### src/rtl/pipe_hazard_ctrl.sv
// Central stall/flush controller for the 5-stage RV64 pipeline.
// Resolves DMEM handshakes, MUL/DIV occupancy, branch redirects, load-use and fetch stalls.
module pipe_hazard_ctrl #(
  parameter int MDU_LAT = 8,
  parameter int CNT_W   = 32
) (
  input  logic             clk,
  input  logic             rst,
  input  logic [4:0]       id_rs1,
  input  logic             id_rs1_used,
  input  logic [4:0]       id_rs2,
  input  logic             id_rs2_used,
  input  logic [4:0]       ex_rd,
  input  logic             ex_is_load,
  input  logic             ex_is_mdu,
  input  logic             ex_redirect,
  input  logic             imem_ready,
  input  logic             mem_dmem_valid,
  input  logic             dmem_ready,
  output logic             dmem_req,
  output logic             pc_en,
  output logic             if_id_en,
  output logic             if_id_flush,
  output logic             id_ex_en,
  output logic             id_ex_flush,
  output logic             ex_mem_en,
  output logic             ex_mem_flush,
  output logic             mem_wb_en,
  output logic             mem_wb_flush,
  output logic             mdu_busy,
  output logic [CNT_W-1:0] stall_cnt
);

  typedef enum logic [1:0] {
    DMEM_IDLE,
    DMEM_WAIT,
    DMEM_DONE
  } dmem_state_t;

  localparam int MDU_CW = (MDU_LAT > 1) ? $clog2(MDU_LAT) : 1;
  localparam logic [MDU_CW-1:0] MDU_LAST = MDU_CW'(MDU_LAT - 1);

  dmem_state_t       state_q;
  dmem_state_t       state_d;
  logic [MDU_CW-1:0] mdu_cnt;
  logic              mdu_done;
  logic              mem_stall;
  logic              load_use;
  logic              rs1_hit;
  logic              rs2_hit;

  always_ff @(posedge clk) begin
    if (!rst) state_q <= DMEM_IDLE;
    else      state_q <= state_d;
  end

  // DONE is the single cycle in which the MEM instruction is allowed to move on.
  always_comb begin
    state_d  = state_q;
    dmem_req = 1'b0;
    case (state_q)
      DMEM_IDLE: begin
        if (mem_dmem_valid) begin
          dmem_req = 1'b1;
          state_d  = DMEM_WAIT;
        end
      end
      DMEM_WAIT: begin
        dmem_req = 1'b1;
        if (dmem_ready) state_d = DMEM_DONE;
      end
      DMEM_DONE: state_d = DMEM_IDLE;
      default:   state_d = DMEM_IDLE;
    endcase
    if (!rst) dmem_req = 1'b0;
  end

  assign mem_stall = mem_dmem_valid && (state_q != DMEM_DONE);
  assign mdu_busy  = rst && ex_is_mdu && !mdu_done;
  assign rs1_hit   = id_rs1_used && (id_rs1 == ex_rd);
  assign rs2_hit   = id_rs2_used && (id_rs2 == ex_rd);
  assign load_use  = ex_is_load && (ex_rd != 5'd0) && (rs1_hit || rs2_hit);

  always_comb begin
    pc_en        = 1'b1;
    if_id_en     = 1'b1;
    if_id_flush  = 1'b0;
    id_ex_en     = 1'b1;
    id_ex_flush  = 1'b0;
    ex_mem_en    = 1'b1;
    ex_mem_flush = 1'b0;
    mem_wb_en    = 1'b1;
    mem_wb_flush = 1'b0;
    if (mem_stall) begin
      pc_en        = 1'b0;
      if_id_en     = 1'b0;
      id_ex_en     = 1'b0;
      ex_mem_en    = 1'b0;
      mem_wb_flush = 1'b1;
    end else if (mdu_busy) begin
      pc_en        = 1'b0;
      if_id_en     = 1'b0;
      id_ex_en     = 1'b0;
      ex_mem_flush = 1'b1;
    end else if (ex_redirect) begin
      if_id_flush  = 1'b1;
      id_ex_flush  = 1'b1;
    end else if (load_use) begin
      pc_en        = 1'b0;
      if_id_en     = 1'b0;
      id_ex_flush  = 1'b1;
    end else if (!imem_ready) begin
      pc_en        = 1'b0;
      if_id_flush  = 1'b1;
    end
    if (!rst) begin
      pc_en        = 1'b0;
      if_id_en     = 1'b0;
      if_id_flush  = 1'b0;
      id_ex_en     = 1'b0;
      id_ex_flush  = 1'b0;
      ex_mem_en    = 1'b0;
      ex_mem_flush = 1'b0;
      mem_wb_en    = 1'b0;
      mem_wb_flush = 1'b0;
    end
  end

  // The count keeps running under a MEM stall; done is held until EX actually advances.
  always_ff @(posedge clk) begin
    if (!rst) begin
      mdu_cnt  <= '0;
      mdu_done <= 1'b0;
    end else if (mdu_busy) begin
      if (mdu_cnt == MDU_LAST) begin
        mdu_cnt  <= '0;
        mdu_done <= 1'b1;
      end else begin
        mdu_cnt <= mdu_cnt + MDU_CW'(1);
      end
    end else if (mdu_done && ex_is_mdu && ex_mem_en) begin
      mdu_done <= 1'b0;
    end
  end

  always_ff @(posedge clk) begin
    if (!rst)        stall_cnt <= '0;
    else if (!pc_en) stall_cnt <= stall_cnt + CNT_W'(1);
  end

endmodule

### config.mk
export PLATFORM = sky130hd
export DESIGN_NAME = pipe_hazard_ctrl
export DESIGN_NICKNAME = d
export VERILOG_FILES = /design/src/rtl/pipe_hazard_ctrl.sv
export SDC_FILE = /design/constraint.sdc
export NUM_CORES = 1
export LEC_CHECK = 0
export CAP_MARGIN = 20
export CORE_ASPECT_RATIO = 0.6
export CORE_MARGIN = 8
export CORE_UTILIZATION = 50
export CTS_CLUSTER_DIAMETER = 150
export DETAILED_ROUTE_END_ITERATION = 10
export PLACE_DENSITY = 0.86
export RECOVER_POWER = 25
export SLEW_MARGIN = 0
export SYNTH_ARGS = -nofsm -noshare
export SYNTH_HDL_FRONTEND = slang
export SYNTH_SLANG_ARGS = --single-unit
### constraint.sdc
create_clock -name clk -period 4.71 [get_ports clk]
set_input_delay 0.942 -clock clk [delete_from_list [all_inputs] [get_ports clk]]
set_output_delay 0.942 -clock clk [all_outputs]
set_load 0.03 [all_outputs]
# After elaboration in Yosys (flattened, before gate mapping)
# Cells that the tools add are included.
# totals
regBits	38
latchBits	0
ram_bits	0
mem_bits_ro	0
in_bits	25
out_inout_bits	43
n_memories	0
# op_classes
n_addsub	2
mul	0
div	0
n_lt_le_gt_ge	0
n_eq_ne	8
shift	0
n_mux	43
n_bitwise	0
n_reduce_logical	16
# ops
op	n
$mux 1	38
$add 32x1->32 const B	1
$eq 5x5->1	2
$logic_and 1x1->1	9
$ne 2x2->1 const B	3
$reduce_bool 5->1	1
$mux 2	2
$pmux 2 s2	1
$reduce_and 2->1	2
$add 3x1->3 const B	1
$eq 3x3->1 const B	1
$mux 3	1
$eq 2x1->1 const B	1
$logic_not 2->1	1
$ne 2x1->1 const B	1
$pmux 1 s2	1
$reduce_bool 2->1	1
$logic_not 1->1	1
$logic_or 1x1->1	1

# Depth between registers and ports, before layout
# Gate-level depths: netlist of run 1.
# depth
word_depth	9
ltp_mapped	9

# Worst setup path before layout of run 1
# No wires, ideal clock.
# synth_path
path_kind	input port to output port
from	input ex_rd[0]
to	output pc_en
arrival_ns	2.264
setup_slack_ns	1.504
stages	7
path_cell_list	or4_1 > o21ai_0 > nor2_1 > nand2_4 > nand2_2 > inv_2 > buf_2
# synth_between
elab_chain_len	9
# synth_lines
element	line_no	rtl
from (decl)	13	input logic [4:0] ex_rd,
$eq 5x5->1 (on tied branches)	80, 81	
$logic_and 1x1->1 (on tied branches)	80, 81	
$logic_or 1x1->1	82	assign load_use = ex_is_load && (ex_rd != 5'd0) && (rs1_hit || rs2_hit);
$logic_and 1x1->1 (*)	82	
$mux 1 (*)	108	end else if (load_use) begin
$mux 1 (*)	105	end else if (ex_redirect) begin
$mux 1 (*)	100	end else if (mdu_busy) begin
$mux 1 (*)	94	if (mem_stall) begin
$mux 1 (*)	116	if (!rst) begin
to (decl)	21	output logic pc_en,
# Mark *: on every way between the ends. The rest lies on a longest branch, timed or not.

# Worst setup path after layout of run 1
# layout_path
from	input rst
to	output mem_wb_flush
# layout_between
elab_chain_len	1
# layout_lines
element	line_no	rtl
from (decl)	8	input logic rst,
$mux 1	116	
to (decl)	29	output logic mem_wb_flush,
# Every way passes these cells.

==> summary.txt, run 1 <==
STA
  • Setup Skew: 6.42 ps
  • Final Cycle Share: 90.0%
  • Setup TNS: 0 ps
  • Setup-failing EPs final: 0
  • Final-report hold violation count: 0
  • Worst setup margin: 473 ps
  • Fin crit period: 4240 ps
  • Peak Freq: roughly 0.24 GHz
  • RSZ-0062 raised after global routing: false
  • Worst-margin pin slew: 1260 ps
  • Slew HR: about 16%
  • Max Slew Vio Count: 0

Final layout
  • Syn-to-layout area delta: 40.5%
  • Seq. cell area: about 760 um^2
  • Filler cells: 312
  • Area of the multi-input gates: 1250 um^2
  • Most common cell after layout, fill and taps aside: clkdlybuf4s50_1
  • Number of diodes: 0
  • Share of layout cells above drive strength 1: between 8 and 9%
  • Nets: between 300 and 400
  • Fin util: 72.8%
  • Commonest non-fill, non-tap cells in the layout: clkdlybuf4s50_1 (52), dfxtp_1 (38), nor2_1 (30)

Clocking
  • H-tree depth: 2
  • Clk sinks: 38
  • # hold bufs at CTS: 0
  • CTS tree: done
  • Setup Fix Bufs, Post-CTS: 0
  • CTS resizes: 0
  • Clock Path Buffers: 2
  • CTS buffer count: 5
  • Latest clock arrival within the worst-skew pair: 300 ps
  • Clock root cell: clkbuf_8
  • Clock-pin slew on the worst setup and hold paths: 70 ps

Synthesis
  • Number of synthesized register bits: 38
  • Post-Syn Area: 2110 um^2
  • Post-Synth Simple-Gate Area: 27.1%
  • Synth Area per Inst: 8.32 um^2
  • Yosys cell types: 42
  • Ranking of synthesized cells by area: dfxtp_1 (36%), xnor2_1 (11%), nor2_1 (5.3%)
  • Synth warn: 0
  • Multiplexer share of the synthesized area: 1.90%
  • Post-Syn Nets: 282
  • XOR/XNOR Fraction of Synth Area: 11.2%
  • Compound-gate portion of the synthesized area: between 10% and 20%
  • Largest family of logic cells by synthesized area: simple AND/OR/NAND/NOR gates
  • Yosys top cell by area: dfxtp_1
  • Top-area cell type share of the netlist area: 36.0%
  • Sequential-to-total area share from yosys stat: 36.0%
  • Adder-cell share of the synthesized area: roughly 1.8%
  • Cells after Synth: about 250

Pwr
  • VDD IR-drop max: 0.000184 V
  • Leak: between 1 and 1.5 nW
  • Power density cells: about 260 nW/um^2

Routing
  • DR WL/cell: 15.7 um
  • Pre-Repair DR Iteration Count: 4
  • Routed Antenna Nets: 0
  • Detailed Route Iter0 Violations: 146
  • Total Wirelength: roughly 6000 um
  • DR vias/cell: 5.41
  • Vias: around 2100
  • Number of remaining DRC errors: 0

Worst setup path
  • Most used cell, CP: clkdlybuf4s50_1
  • Startpoint types: input pin
  • Slowest stage delay, CP: 920 ps
  • Buffers & Inverters on Critical Path: 5
  • CP cell instances: clkdlybuf4s50_1 -> buf_4 -> inv_1 -> clkbuf_1 -> nor2_1 -> clkdlybuf4s50_1
  • Crit path max-delay cell type: clkbuf_1
  • Setup crit end kind: output pin
  • Crit path max-delay family: buffers and inverters
  • Arrival @ worst endpoint: 3300 ps
  • Worst r2r src: state_q[1]
  • Req. time, crit path: 3770 ps
  • Worst setup startpoint: rst
  • Reg2Reg Setup Slack: 2250 ps
  • Setup CP Type: input pin to output pin
  • Crit Path Max Fanout: 29

Global routing
  • Largest net degree at the start of global routing: 30
  • GRT overflow: 0
  • First-pass GRT wire length: approximately 9500 um
  • Initial antenna violation count: 0
  • Vias in the first global route: 1896
  • GRT Total Usage: 18.2%

Status
  • Status: finished clean

Die
  • FP Rows: 18
  • Area of the core: 4080 um^2
  • Initial Utilization: 51.8%
  • Die Y: 66.3 um
  • Ports: 68
  • Die Area: roughly 6600 um^2
  • Die X-Extent: 99.9 um

Placed design
  • RePlAce Congestion: slightly above 0.8
  • Pre-CTS setup slack: approximately 620 ps
  • HPWL Detailed: 4430 um
  • IO Port Bufs: 67

Worst hold path
  • Hold Path Class: flip-flop to flip-flop
  • Worst hold start: mdu_cnt[2]

Flow run
  • Max-Cap Viols: 0
==> layer usage <==
layer / vias up / routed length (um) / global-route usage, %
li1: 1021 / - / -
met1: 951 / 2810 / 23.7
met2: 81 / 2610 / 27.6
met3: 7 / 505 / 6.93
met4: 0 / 56 / 4.31
met5: - / 0 / 0
==> final cells by class <==
class                   instances  share of cell area [%]
clock buffers                   6                    2.78
clock inverters                 2                    2.02
inverters                      12                    1.52
multi-input cells             192                    42.1
flip-flops and latches         38                    25.6
well taps                      60                    2.53
repair buffers                 71                    23.4
==> through the flow <==
| step | instance area, um^2 | instances | power [mW] | hold WS [ps] |
|---|---|---|---|---|
| detailed placement | 2830 | 373 | 0.439 | 454 |
| global route | 2970 | 381 | 0.802 | 501 |
| CTS | 2970 | 381 | 0.778 | 465 |
| floorplan | 2110 | 254 | 0.392 | 434 |
| finish | 2970 | 381 | 0.775 | 461 |
| global placement | 2830 | 373 | 0.437 | 448 |
==> flip-flops by register name, indices dropped and copies added (netlist names) <==
| signal | cells |
|---|---|
| mdu_cnt | 3 |
| stall_cnt | 32 |
| state_q | 2 |
| mdu_done | 1 |
==> path summary, 6_finish.rpt <==
kind / to / cells after the start
worst max-delay path: mem_wb_flush / 6
worst min register to register: mdu_cnt[2] / 2
worst max register to register: stall_cnt[17] / 9
worst min-delay path: mdu_cnt[2] / 2
==> kinds of logic after synthesis <==
logic type | Yosys count
compound gates | 47
flops | 38
simple gates | 111
fa+ha+maj | 3
mux | 4
buf+inv | 24
xor+xnor | 27
==> synth_stat cells <==
cell / number
clkbuf_1: 6
a41o_1: 2
or2_2: 1
mux2i_1: 4
nand2_2: 1
a311oi_1: 1
nand4_1: 9
nand2_4: 1
nand3b_1: 1
a31o_2: 2
nor3_2: 2
nor2b_1: 1
nand3_1: 16
o21ai_0: 4
a21oi_4: 1
xnor2_1: 27
or3_4: 1
nand2_1: 27
or4_1: 3
o22ai_2: 1
a211oi_1: 5
nand2b_1: 7
nor3_1: 1
nor2_1: 30
and3_1: 2
buf_2: 4
inv_1: 11
o311ai_0: 1
buf_4: 2
a21oi_1: 20
and4_1: 3
o31ai_1: 4
ha_1: 3
a2111oi_2: 1
a2111oi_4: 2
o41ai_1: 1
a31oi_1: 2
nand3_4: 1
and2_1: 2
inv_2: 1
dfxtp_1: 38
or3_1: 2
==> where the power goes <==
group | internal [mW] | switching (mW) | total [mW] | leakage (nW)
Clock | 0.226 | 0.119 | 0.344 | 0.0714
Sequential | 0.326 | 0.00591 | 0.332 | 0.307
Combinational | 0.0461 | 0.0524 | 0.0984 | 0.713
==> worst register-to-register path, stage by stage (launching register included) <==
cell,delay (ps)
dfxtp_1,310
inv_1,40
o21ai_0,370
nand3_1,320
a21oi_4,250
buf_4,280
a21oi_1,230
buf_4,240
a31o_2,240
a21oi_1,110
(Power assumes the default switching activity.)
==> inputs of run 2 (changes only) <==
CAP_MARGIN = 5   (was 20)
HOLD_SLACK_MARGIN = 0.15   (was not set)
==> results of run 2 <==
Same layout as run 1: the final DEF is identical, and so are final timing and power.
==> RTL change 1, RTL diff (config.mk and constraints of run 2) <==
Reset style: asynchronous (`rst`), changed in 3 clocked blocks.
--- a/src/rtl/pipe_hazard_ctrl.sv
+++ b/src/rtl/pipe_hazard_ctrl.sv
@@ -50,5 +50,5 @@
   logic              rs2_hit;
 
-  always_ff @(posedge clk) begin
+  always_ff @(posedge clk or negedge rst) begin
     if (!rst) state_q <= DMEM_IDLE;
     else      state_q <= state_d;
@@ -128,5 +128,5 @@
 
   // The count keeps running under a MEM stall; done is held until EX actually advances.
-  always_ff @(posedge clk) begin
+  always_ff @(posedge clk or negedge rst) begin
     if (!rst) begin
       mdu_cnt  <= '0;
@@ -144,5 +144,5 @@
   end
 
-  always_ff @(posedge clk) begin
+  always_ff @(posedge clk or negedge rst) begin
     if (!rst)        stall_cnt <= '0;
     else if (!pc_en) stall_cnt <= stall_cnt + CNT_W'(1);
Function: differs if rst is asserted again (counterexample within 4 cycles, from zero or initial values and one cycle with rst low); with rst held inactive, the same outputs for 10 cycles.
==> RTL change 1 against run 2 <==
Count of clock-buffer cells in the layout is 1 higher. Area after synthesis is 4.9% higher. Sequential cell count stayed put. Worst setup slack better by 0.070 ns. First-iteration DRC count is 5.5% higher. Final area is 1.5% higher. Routed wire length is 6.4% lower. Global-route usage is 1.2 points lower. Critical endpoint is now if_id_flush.
Power is not compared: it rests on default switching activity, and its combinational part moved more than twofold at a synthesized area within 25%.
==> RTL change 1: results (changes against run 2) <==
stage,metric,value,unit,change
detailed_routing,drt-total-wl,5.60,mm,-6.4%
cells_and_area,n_all_buffers,70,,-1.4%
critical_path,worstReg2RegStart,state_q[0],,
placement,dp_slack,0.544,ns,-0.0719 ns
hold_path,hp-start,stall_cnt[31],,
logic_synthesis,syn_area_per_cell,10.7,um2,+29%
hold_path,hold_class,flip-flop to flip-flop,,
logic_synthesis,netlist_top_cells_area,"dfrtp_1 43%, xor2_1 11%, xnor2_1 5.5%",,
sta,holdWs,0.470,ns,+0.00912 ns
global_routing,grt_use_total,0.170,,-0.0120
logic_synthesis,synthArstFlopShare,1.00,,+1.00
logic_synthesis,yosys.area_share.xor_xnor,0.162,,+0.0501
hold_path,min_to,stall_cnt[31],,
placement,place_congestion,0.779,,-4.1%
logic_synthesis,synth_compound_area_frac,0.153,,-0.0188
logic_synthesis,synth-main-ff-cell,dfrtp_1,,
logic_synthesis,synth_fp_nets,235,,-17%
cells_and_area,drive_gt1_frac,0.109,,+0.0246
global_routing,grt_max_degree,31,,+3.3%
critical_path,cp_max_fo,3,,-90%
cells_and_area,seq_share,0.316,,+0.0594
outcome,status,finished clean,,
cells_and_area,clockBufferCount,7,,+1
cells_and_area,inv_count,9,,-3
logic_synthesis,synthMuxAreaShare,0.0203,,+0.00137
cells_and_area,multi_input_comb_cells,151,,-21%
logic_synthesis,ys_types,36,,-14%
sta,slew_headroom,0.236,,+0.0732
placement,place_inst,328,,-12%
logic_synthesis,synthAdderAreaFrac,0.0169,,-0.000833
cells_and_area,fin_cells,336,,-12%
logic_synthesis,synth_commonest_cells,"38 x dfrtp_1, 27 x xor2_1, 16 x a21oi_1",,
detailed_routing,drtIter0Drc,154,,+5.5%
critical_path,r2r_cells,6,,-3
critical_path,regToRegEndpoint,stall_cnt[11],,
cells_and_area,clk_share,0.0303,,-0.0177
detailed_routing,dr_total_vias,1797,,-13%
logic_synthesis,yosysSeqAreaShare,0.429,,+0.0689
cells_and_area,final_net_count,303,,-13%
placement,dp_hpwl,4.31,mm,-2.8%
hold_path,hold_path_depth,1,,-1
critical_path,slowest_delay,0.69,ns,-0.23 ns
[RTL change 1: changes by cell type in the layout (fill, tap and decap cells not counted), sizes merged, moves of 5 or more]
cell and change:
xnor2 -13, nand2 -17, clkdlybuf4s50 +12, dfrtp +38, nor2 -21, dfxtp -38, a21oi -5, dlygate4sd3 -13
a2111oi +6, xor2 +27
[RTL change 1: per-stage QoR]
step           area, um2   util
2_1_floorplan       2220      -
3_3_place_gp        2920  0.697
3_5_place_dp        2920  0.697
4_1_cts             3010  0.719
5_1_grt             3010  0.719
6_report            3010  0.719
[RTL change 1: layer usage]
metal	up-vias	global-route usage	routed length (um)
met1	848	0.244	2770
met5	-	0	0
li1	881	-	-
met4	0	0.0381	0
met3	0	0.0482	427
met2	68	0.246	2410
[RTL change 1: power groups by stage]
stage | Sequential (mW) | Clock, mW | Combinational [mW]
finish | 0.565 | 0.231 | 0.702
global route | 0.584 | 0.257 | 0.752
CTS | 0.564 | 0.237 | 0.709
detailed placement | 0.568 | 0 | 0.706
global placement | 0.561 | 0 | 0.693
floorplan | 0.696 | 0 | 0.291
[RTL change 1: how the worst max path moves through the flow]
stage,endpoint,start,slack [ns],depth (start not counted)
CTS,if_id_flush,ex_rd[0],0.55,7
finish,if_id_flush,ex_rd[0],0.54,7
global placement,if_id_flush,ex_rd[0],0.64,7
detailed placement,if_id_flush,ex_rd[0],0.54,7
floorplan,pc_en,ex_rd[0],1.51,5
global route,ex_mem_flush,rst,0.24,5
[RTL change 1: worst max-delay path, delay by kind of cell]
| kind | cells | cell delay (ns) |
|---|---|---|
| buf+inv | 2 | 1.16 |
| compound gates | 2 | 0.33 |
| simple gates | 3 | 0.78 |
==> RTL change 2, RTL diff (settings of run 2) <==
Without the edit above. The parameter `MDU_LAT` goes from 8 to 32.
--- a/src/rtl/pipe_hazard_ctrl.sv
+++ b/src/rtl/pipe_hazard_ctrl.sv
@@ -2,5 +2,5 @@
 // Resolves DMEM handshakes, MUL/DIV occupancy, branch redirects, load-use and fetch stalls.
 module pipe_hazard_ctrl #(
-  parameter int MDU_LAT = 8,
+  parameter int MDU_LAT = 32,
   parameter int CNT_W   = 32
 ) (
Function: changed (Yosys sat finds a counterexample within 10 cycles, from zero or initial values and one cycle with rst low).
==> RTL change 2 against run 2 <==
Routed wire length up 4.3%. Area after synthesis increased by 5.2%. Die area increased by 4.1%. Global-route usage grew 0.18 points. Power is 3.6% lower. Register-to-register slack better by 0.18 ns. Final area grew 1.8%. Sequential cell count rose by 2. Sequential power is 5% higher. Worst setup slack better by 0.058 ns.
==> RTL change 2: results (changes against run 2) <==
stage,metric,value,unit,change
clocking,htreeDepth,2,,unchanged
logic_synthesis,yosysSeqAreaShare,0.361,,+0.000374
sta,clock-skew-final,0.0139,ns,+0.00751 ns
placement,placed_area,2900,um2,+2.5%
logic_synthesis,ys.warnings.count,0,,unchanged
clocking,cts_resized,0,,unchanged
global_routing,grt_use_total,0.184,,+0.00180
logic_synthesis,synthArstFlopShare,0,,unchanged
global_routing,grt_max_degree,55,,+83%
detailed_routing,via_per_inst,5.89,,+9.0%
critical_path,cp_max_fo,16,,-45%
logic_synthesis,netlist_top_cells_area,"dfxtp_1 36%, a21oi_1 7.2%, or4_1 7.1%",,
logic_synthesis,synth_commonest_cells,"40 x dfxtp_1, 32 x a21oi_1, 27 x nand2_1",,
clocking,root_buffer,clkbuf_8,,
cells_and_area,reg_top3,"stall_cnt (32), mdu_cnt (5), state_q (2)",,
cells_and_area,drive_gt1_frac,0.0657,,-0.0184
global_routing,grt_first_pass_wirelength,10.3,mm,+7.8%
cells_and_area,fillCellCount,353,,+13%
detailed_routing,drt-total-wl,6.24,mm,+4.3%
clocking,post_cts_buffers,0,,unchanged
power_and_ir_drop,p_leak,1.05,nW,-4.1%
cells_and_area,antennaDiodeCount,0,,unchanged
sta,tightest_slew,0.489,ns,-0.766 ns
placement,place_congestion,0.795,,-2.1%
power_and_ir_drop,ir_drop,0.165,mV,-10%
logic_synthesis,synth_fp_nets,299,,+6.0%
global_routing,grt_pass1_vias,2159,,+14%
cells_and_area,final_net_count,362,,+4.0%
placement,dp_hpwl,4.73,mm,+6.7%
placement,portBuffers,67,,unchanged
outcome,status,finished clean,,
detailed_routing,drtIter0Drc,104,,-29%
global_routing,grt_antenna_before_repair,0,,unchanged
detailed_routing,first_pass_iters,4,,unchanged
logic_synthesis,ys_types,46,,+9.5%
-- RTL change 2: area by class of cell --
cell class,instances,area share
multi-input cells,211,0.435
flip-flops and latches,40,0.265
repair buffers,70,0.227
clock buffers,6,0.0274
well taps,60,0.0249
clock inverters,2,0.0128
inverters,6,0.00746
-- RTL change 2: kinds of logic (layout without fill, tap and decap cells) --
logic type	after synthesis	in the layout	share of synthesized area
AOI/OAI and AO/OA	74	74	0.212
and+or+nand+nor	119	119	0.301
muxes	3	3	0.0135
adders and majority gates	3	3	0.0169
xor gates and xnor gates	12	12	0.0473
buffers and inverters	20	84	0.0479
DFF	40	40	0.361
-- RTL change 2: worst max-delay path, stage by stage --
cell and delay [ns]:
clkdlybuf4s50_1 0.45, buf_4 0.17, clkinv_1 0.40, a211o_1 0.45, nor2_1 0.14, clkdlybuf4s50_1 0.69
-- RTL change 2: report_power, final --
part           switching (mW)  total [mW]  internal (mW)
Combinational          0.0522      0.0977         0.0455
Sequential            0.00632       0.349          0.343
Clock                   0.127       0.300          0.173
Total                   0.185       0.747          0.562
-- RTL change 2: metal layers --
layer | up-vias | part of all wire | track usage
met5 | - | 0 | 0
met4 | 0 | 0.0095 | 0.0417
met3 | 6 | 0.099 | 0.0677
met2 | 100 | 0.42 | 0.281
met1 | 1070 | 0.47 | 0.241
li1 | 1152 | - | -
-- RTL change 2: path summary, 6_finish.rpt --
check / from / to / slack (ns) / depth (start not counted)
max: rst / id_ex_flush / 0.53 / 6
min: mdu_cnt[4] / mdu_cnt[4] / 0.47 / 2
max reg2reg: stall_cnt[3] / stall_cnt[26] / 2.43 / 5
min reg2reg: mdu_cnt[4] / mdu_cnt[4] / 0.47 / 2
-- RTL change 2: stage by stage --
stage                     std cells  utilization  setup WS (ns)  hold slack (ns)  power (mW)
after detailed placement        387        0.692          0.544            0.458       0.456
after CTS                       395        0.721          0.524            0.471       0.752
after global routing            395        0.721          0.346            0.499       0.773
after floorplan                 271            -           1.50            0.433       0.411
after global placement          387        0.692          0.612            0.449       0.453
final                           395        0.721          0.531            0.472       0.747
